[src/rtl/mcu51_seq_pkg.sv]
// Shared timing constants, encodings and helpers for the MCU51 machine-cycle sequencer.
package mcu51_seq_pkg;

    localparam int TICKS_PER_MC = 12;
    localparam int MAX_MC       = 4;

    localparam logic [3:0] T_SLOT_B = 4'd6;
    localparam logic [3:0] T_ALE_A  = 4'd1;
    localparam logic [3:0] T_PSEN_A = 4'd3;
    localparam logic [3:0] T_CS_A   = 4'd4;
    localparam logic [3:0] T_LAT_A  = 4'd5;
    localparam logic [3:0] T_ALE_B  = 4'd7;
    localparam logic [3:0] T_PSEN_B = 4'd9;
    localparam logic [3:0] T_CS_B   = 4'd10;
    localparam logic [3:0] T_LAT_B  = 4'd11;
    localparam logic [3:0] T_WB     = 4'd10;
    localparam logic [3:0] T_LAST   = 4'd11;

    // inst_mc encoding; 2'b11 also decodes as four machine cycles
    typedef enum logic [1:0] {
        MC_1 = 2'b00,
        MC_2 = 2'b01,
        MC_4 = 2'b10
    } mc_enc_e;

    typedef enum logic [1:0] {
        FETCH_OP,
        FETCH_B1,
        FETCH_B2,
        EXEC
    } seq_state_e;

    function automatic logic [1:0] len_eff(input logic [1:0] len);
        return (len == 2'd0) ? 2'd1 : len;
    endfunction

    // Index of the final machine cycle; three-byte opcodes need MC1 for their last byte.
    function automatic logic [1:0] last_mc_of(input logic [1:0] len, input logic [1:0] mc);
        logic [1:0] last;
        if (mc[1])
            last = 2'd3;
        else if (mc == MC_2)
            last = 2'd1;
        else
            last = 2'd0;
        if (len == 2'd3 && last == 2'd0)
            last = 2'd1;
        return last;
    endfunction

endpackage

[src/rtl/mcu51_cycle_sequencer_timing.sv]
// Tick / machine-cycle counter with stall hold; exposes next-state values for registered decode.
module mc_timing_gen
    import mcu51_seq_pkg::*;
(
    input  logic       clk,
    input  logic       reset,
    input  logic       stall,
    input  logic [1:0] last_mc,
    output logic [3:0] tick,
    output logic [1:0] mc_idx,
    output logic [3:0] tick_next,
    output logic [1:0] mc_next
);

    always_comb begin
        tick_next = tick;
        mc_next   = mc_idx;
        if (!stall) begin
            if (tick == T_LAST) begin
                tick_next = 4'd0;
                mc_next   = (mc_idx == last_mc) ? 2'd0 : mc_idx + 2'd1;
            end else begin
                tick_next = tick + 4'd1;
            end
        end
    end

    always_ff @(posedge clk) begin
        if (reset) begin
            tick   <= 4'd0;
            mc_idx <= 2'd0;
        end else begin
            tick   <= tick_next;
            mc_idx <= mc_next;
        end
    end

endmodule

[src/rtl/mcu51_cycle_sequencer.sv]
// Fetch/execute sequencer: slot FSM plus strobe decode, all outputs registered from next-state values.
module mcu51_cycle_sequencer
    import mcu51_seq_pkg::*;
(
    input  logic       clk,
    input  logic       reset,
    input  logic [1:0] inst_len,
    input  logic [1:0] inst_mc,
    input  logic       jump_taken,
    input  logic       stall,
    output logic       ale,
    output logic       psen_n,
    output logic       code_cs,
    output logic       ir_en,
    output logic       b1_en,
    output logic       b2_en,
    output logic       pc_en,
    output logic       pc_load,
    output logic       wb_en,
    output logic [1:0] mc_idx,
    output logic [3:0] tick
);

    seq_state_e state, state_next;
    logic [1:0] len_q, last_mc, mc_next;
    logic [3:0] tick_next;
    logic       jump_q, jump_sel, last_next;
    logic       slot_a, slot_b, fetch_lat;
    logic       ale_d, psen_d, cs_d, ir_d, b1_d, b2_d, pc_d, ld_d, wb_d;

    mc_timing_gen u_timing (
        .clk       (clk),
        .reset     (reset),
        .stall     (stall),
        .last_mc   (last_mc),
        .tick      (tick),
        .mc_idx    (mc_idx),
        .tick_next (tick_next),
        .mc_next   (mc_next)
    );

    // Operand-byte decision is made at tick 6 from the freshly decoded length.
    always_comb begin
        state_next = state;
        if (!stall) begin
            unique case (state)
                FETCH_OP: if (tick == T_LAT_A) state_next = FETCH_B1;
                FETCH_B1: begin
                    if (tick == T_SLOT_B && len_eff(inst_len) < 2'd2)
                        state_next = EXEC;
                    else if (tick == T_LAT_B)
                        state_next = (len_q == 2'd3) ? FETCH_B2 : EXEC;
                end
                FETCH_B2: if (tick == T_LAT_A) state_next = EXEC;
                EXEC:     state_next = EXEC;
            endcase
            if (tick == T_LAST && mc_idx == last_mc)
                state_next = FETCH_OP;
        end
    end

    always_comb begin
        slot_a    = (state_next == FETCH_OP) || (state_next == FETCH_B2);
        slot_b    = (state_next == FETCH_B1);
        last_next = (mc_next == last_mc);
        ale_d     = (tick_next >= T_ALE_A && tick_next <= T_ALE_A + 4'd1) ||
                    (tick_next >= T_ALE_B && tick_next <= T_ALE_B + 4'd1);
        psen_d    = (slot_a && tick_next >= T_PSEN_A && tick_next <= T_LAT_A) ||
                    (slot_b && tick_next >= T_PSEN_B && tick_next <= T_LAT_B);
        cs_d      = (slot_a && tick_next >= T_CS_A && tick_next <= T_LAT_A) ||
                    (slot_b && tick_next >= T_CS_B && tick_next <= T_LAT_B);
        fetch_lat = (slot_a && tick_next == T_LAT_A) || (slot_b && tick_next == T_LAT_B);
        ir_d      = fetch_lat && (state_next == FETCH_OP);
        b1_d      = fetch_lat && (state_next == FETCH_B1);
        b2_d      = fetch_lat && (state_next == FETCH_B2);
        wb_d      = (tick_next == T_WB) && last_next;
        // jump_q covers stalls between the wb_en clock and the tick-11 advance
        jump_sel  = wb_en ? jump_taken : jump_q;
        ld_d      = (tick_next == T_LAST) && last_next && jump_sel && !fetch_lat;
        pc_d      = fetch_lat || ld_d;
    end

    always_ff @(posedge clk) begin
        if (reset) begin
            state   <= FETCH_OP;
            len_q   <= 2'd1;
            last_mc <= 2'd0;
            jump_q  <= 1'b0;
        end else begin
            state <= state_next;
            if (state == FETCH_B1 && tick == T_SLOT_B) begin
                len_q   <= len_eff(inst_len);
                last_mc <= last_mc_of(inst_len, inst_mc);
            end
            if (wb_en)
                jump_q <= jump_taken;
        end
    end

    always_ff @(posedge clk) begin
        if (reset || stall) begin
            ale     <= 1'b0;
            psen_n  <= 1'b1;
            code_cs <= 1'b0;
            ir_en   <= 1'b0;
            b1_en   <= 1'b0;
            b2_en   <= 1'b0;
            pc_en   <= 1'b0;
            pc_load <= 1'b0;
            wb_en   <= 1'b0;
        end else begin
            ale     <= ale_d;
            psen_n  <= !psen_d;
            code_cs <= cs_d;
            ir_en   <= ir_d;
            b1_en   <= b1_d;
            b2_en   <= b2_d;
            pc_en   <= pc_d;
            pc_load <= ld_d;
            wb_en   <= wb_d;
        end
    end

endmodule

[config.mk]
export PLATFORM = sky130hd
export DESIGN_NAME = mcu51_cycle_sequencer
export DESIGN_NICKNAME = d
export VERILOG_FILES = /design/src/rtl/mcu51_seq_pkg.sv /design/src/rtl/mcu51_cycle_sequencer_timing.sv /design/src/rtl/mcu51_cycle_sequencer.sv
export SDC_FILE = /design/constraint.sdc
export NUM_CORES = 1
export LEC_CHECK = 0
export ABC_AREA = 1
export CORE_MARGIN = 3
export CORE_UTILIZATION = 44
export CTS_BUF_LIST = sky130_fd_sc_hd__clkbuf_16
export DETAILED_ROUTE_END_ITERATION = 8
export PLACE_DENSITY = 0.83
export SETUP_SLACK_MARGIN = 0.1
export SLEW_MARGIN = 20
export SYNTH_ARGS = -nofsm -noshare
export SYNTH_HDL_FRONTEND = slang
export SYNTH_SLANG_ARGS = --single-unit
[constraint.sdc]
create_clock -name clk -period 1.67 [get_ports clk]
set_clock_uncertainty 0.1 [all_clocks]
set_input_delay 0.334 -clock clk [delete_from_list [all_inputs] [get_ports clk]]
set_output_delay 0.334 -clock clk [all_outputs]
set_load 0.03 [all_outputs]
==> results by group <==
GRT
  – Pin count of the biggest net entering global routing: 14
  – Tot GR Track Use: around 25%
  – First-pass GRT wire length: just over 6 mm
  – Vias in the first global route: 1303
  – Grt ovf: 0
  – Antenna violations before repair: 0

Synthesis
  – Synth Warn #: 0
  – Seq/Total Area, Yosys: between 40% and 50%
  – Mapped Avg Cell Area: about 7.3 sq um
  – Share of the synthesized area in the top cell type: around two fifths
  – Post-synthesis cell count: 150
  – Synth top area cells: dfxtp_1 40%, nand2_1 10%, nor2_1 9.3%
  – Mapped Area: around 1100 sq um
  – #FFs+latches synth: 22
  – Cell variety after synth: 28
  – Syn nets: roughly 160
  – Yosys top cell by area: dfxtp_1

Cells and area
  – Layout cell share with drive strength beyond 1: ~45%
  – Synth-to-Final Area Change: 67.7%
  – Post-layout util: 80.2%
  – Final Cell Area: 1830 sq um
  – Nets: 217
  – Commonest non-fill, non-tap cell in the layout: buf_4
  – # fillers: about 130
  – Most frequent cells in the layout: 27 x buf_4, 21 x nand2_1, 20 x nor2_1
  – Ant diodes: 0
  – Final non-filler cell total: 233

Setup path
  – Reg2Reg Setup Slack: -0.15 ns
  – Worst EP required: about 1.8 ns
  – CP Launch Type: register
  – Worst-path cell chain: ha_4 -> nand3_4 -> nor2_4 -> nand3_4 -> nand3_4 -> nand4_1 -> or2_1 -> nor2_1
  – CP peak stage delay: around 0.4 ns
  – CP max FO: 5
  – Worst path top cell family by delay: simple AND/OR/NAND/NOR gates
  – Crit. End Element: register
  – Critical path class: register to register
  – Critical-path top delay cell: dfxtp_4
  – Most frequent cell on the critical path: nand3_4
  – Buf+Inv Stages, Crit Path: 0
  – Data arrival time of the worst path: ~1.9 ns

Route
  – Top routing layer in use: met4
  – Via density: 5.54
  – Wire length on met2: 2.03 mm
  – DR iter-0 viols: 37
  – TritonRoute pass-1 iters: 4
  – Final routed DRC violation total: 0
  – Metal3 WL: 226 um
  – Post-Route WL: between 4 and 5 mm
  – Metal1 wirelength: between 1.5 and 2 mm
  – DR WL/cell: 17.4 um
  – Via count of the routed design: about 1300
  – Antenna Violating Nets Remaining: 0

Clock tree
  – Num CTS Buffers: 3
  – CTS tree: built
  – Clock-pin transition on the worst setup and hold timing paths: about 0.060 ns
  – Worst skew pair latency: about 0.26 ns
  – # H-tree levels: 1
  – Clk buf depth: 2
  – Root buffer cell: clkbuf_16
  – Number of hold buffers added after cts: 0
  – Clk sink count: 22

Timing
  – Final setup vio count: 9
  – Worst setup margin: -0.154 ns
  – Least-Margin Pin Slew: roughly 0.32 ns
  – Slew HR: 78.7%
  – Final hold viol count: 0
  – Final Cycle Share: 109%
  – Max-slew violations: 0
  – Peak Freq: between 0.5 and 0.6 GHz
  – Tmin final: ~1.8 ns
  – RSZ-0062 raised after global routing: yes
  – TNS Setup: -0.832 ns

Job
  – Maxcap violations: 0

Floorplanning
  – Effective utilization at floorplan: between 40 and 50%
  – Row cnt: 17
  – Area of the die: a little over 3000 sq um
  – IO Pins: 23
  – Die Ht: 55.7 um
  – Floorplan core area: 2280 sq um
  – Die X: approximately 56 um

Run status
  – Outcome: finished with violations
  – Failing checks: negative setup slack

Placement
  – Placed cell areas: approximately 1500 sq um
  – PortBufs: 22
  – Post-DP HPWL: between 2 and 2.5 mm
  – Cells after DPL: 217
  – RD Place Congestion: approximately 0.81

Pwr
  – PD cells: about 670 nW/um^2
  – Maximum vdd drop: between 0.5 and 0.6 mV
  – P_leak: between 0.8 and 0.9 nW

Worst hold path
  – Tightest Hold Check Type: register to register
final cells by class:
type                            count  area [sq um]  area share [%]
Tap cell                           28          35.0            1.92
Inverter                           19          73.8            4.04
Clock inverter                      1          3.75           0.206
Clock buffer                        3          75.1            4.11
Multi-Input combinational cell    108           762            41.7
Sequential cell                    22           450            24.7
Timing Repair Buffer               52           425            23.3
final timing paths:
kind                          startpoint               endpoint  cells after the start
max          u_timing.tick[0]$_SDFF_PP0_       b2_en$_SDFF_PP0_                      8
min                len_q[0]$_SDFFE_PP1P_  len_q[0]$_SDFFE_PP1P_                      2
max reg2reg  u_timing.tick[0]$_SDFF_PP0_       b2_en$_SDFF_PP0_                      8
min reg2reg        len_q[0]$_SDFFE_PP1P_  len_q[0]$_SDFFE_PP1P_                      2
report_power, final:
part	internal (mW)	switching, mW
combinational	0.0731	0.0952
sequential	0.531	0.00979
clock	0.320	0.197
synthesized netlist by cell type:
cell type and instances:
o21bai_2 1, nor2_2 2, o21ai_0 3, or2_1 1, o21a_1 1, a21oi_2 1
a221oi_1 1, nand3_4 1, nor3_1 3, clkbuf_1 1, dfxtp_1 22, nand3_1 11
nand2_1 30, nor2_4 1, nor2_1 27, o22ai_1 1, o21ai_2 1, nand4_1 2
inv_1 16, nand2_2 6, nor3b_1 1, ha_1 3, xnor2_1 2, a21oi_1 5
o211ai_1 1, inv_2 3, mux2i_1 1, nand3_2 2
timing repair:
item,4_1_cts,5_1_grt
setup buffers,9,3
pin swaps,17,13
setup endpoints to repair,25,16
resized for setup,45,23
metal layers:
| metal | track usage [%] | vias up |
|---|---|---|
| met1 | 28.5 | 621 |
| met3 | 4.87 | 21 |
| met5 | 0 | - |
| li1 | - | 586 |
| met4 | 12.5 | 0 |
| met2 | 43.4 | 63 |
worst register-to-register path, delay by kind of cell, from the launching register on:
| family | cells | cell delay (ns) |
|---|---|---|
| DFF | 1 | 0.40 |
| and+or+nand+nor | 7 | 1.08 |
| adders and majority gates | 1 | 0.19 |
through the flow:
step	hold slack (ns)	total power, mW	worst slack (ns)
6_report	0.401	1.23	-0.154
5_1_grt	0.436	1.26	-0.236
4_1_cts	0.386	1.21	-0.0299
3_5_place_dp	0.373	0.684	-0.432
3_3_place_gp	0.355	0.679	-0.351
2_1_floorplan	0.310	0.613	0.0573
state kept, by name, indices dropped and copies added, names as in the netlist:
register / count
ale: 1
b1_en: 1
b2_en: 1
code_cs: 1
ir_en: 1
jump_q: 1
last_mc: 2
len_q: 2
pc_en: 1
pc_load: 1
psen_n: 1
state: 2
u_timing.mc_idx: 2
u_timing.tick: 4
wb_en: 1
cell families (layout without fill, tap and decap cells):
| group | Yosys count | after routing | share of synthesized area (%) |
|---|---|---|---|
| mux | 1 | 1 | 0.920 |
| fa+ha+maj | 3 | 3 | 3.45 |
| buf+inv | 20 | 75 | 6.90 |
| compound gates | 15 | 15 | 9.08 |
| flops | 22 | 22 | 40.5 |
| simple gates | 87 | 87 | 37.6 |
| xor+xnor | 2 | 2 | 1.61 |
(Power assumes the default switching activity.)
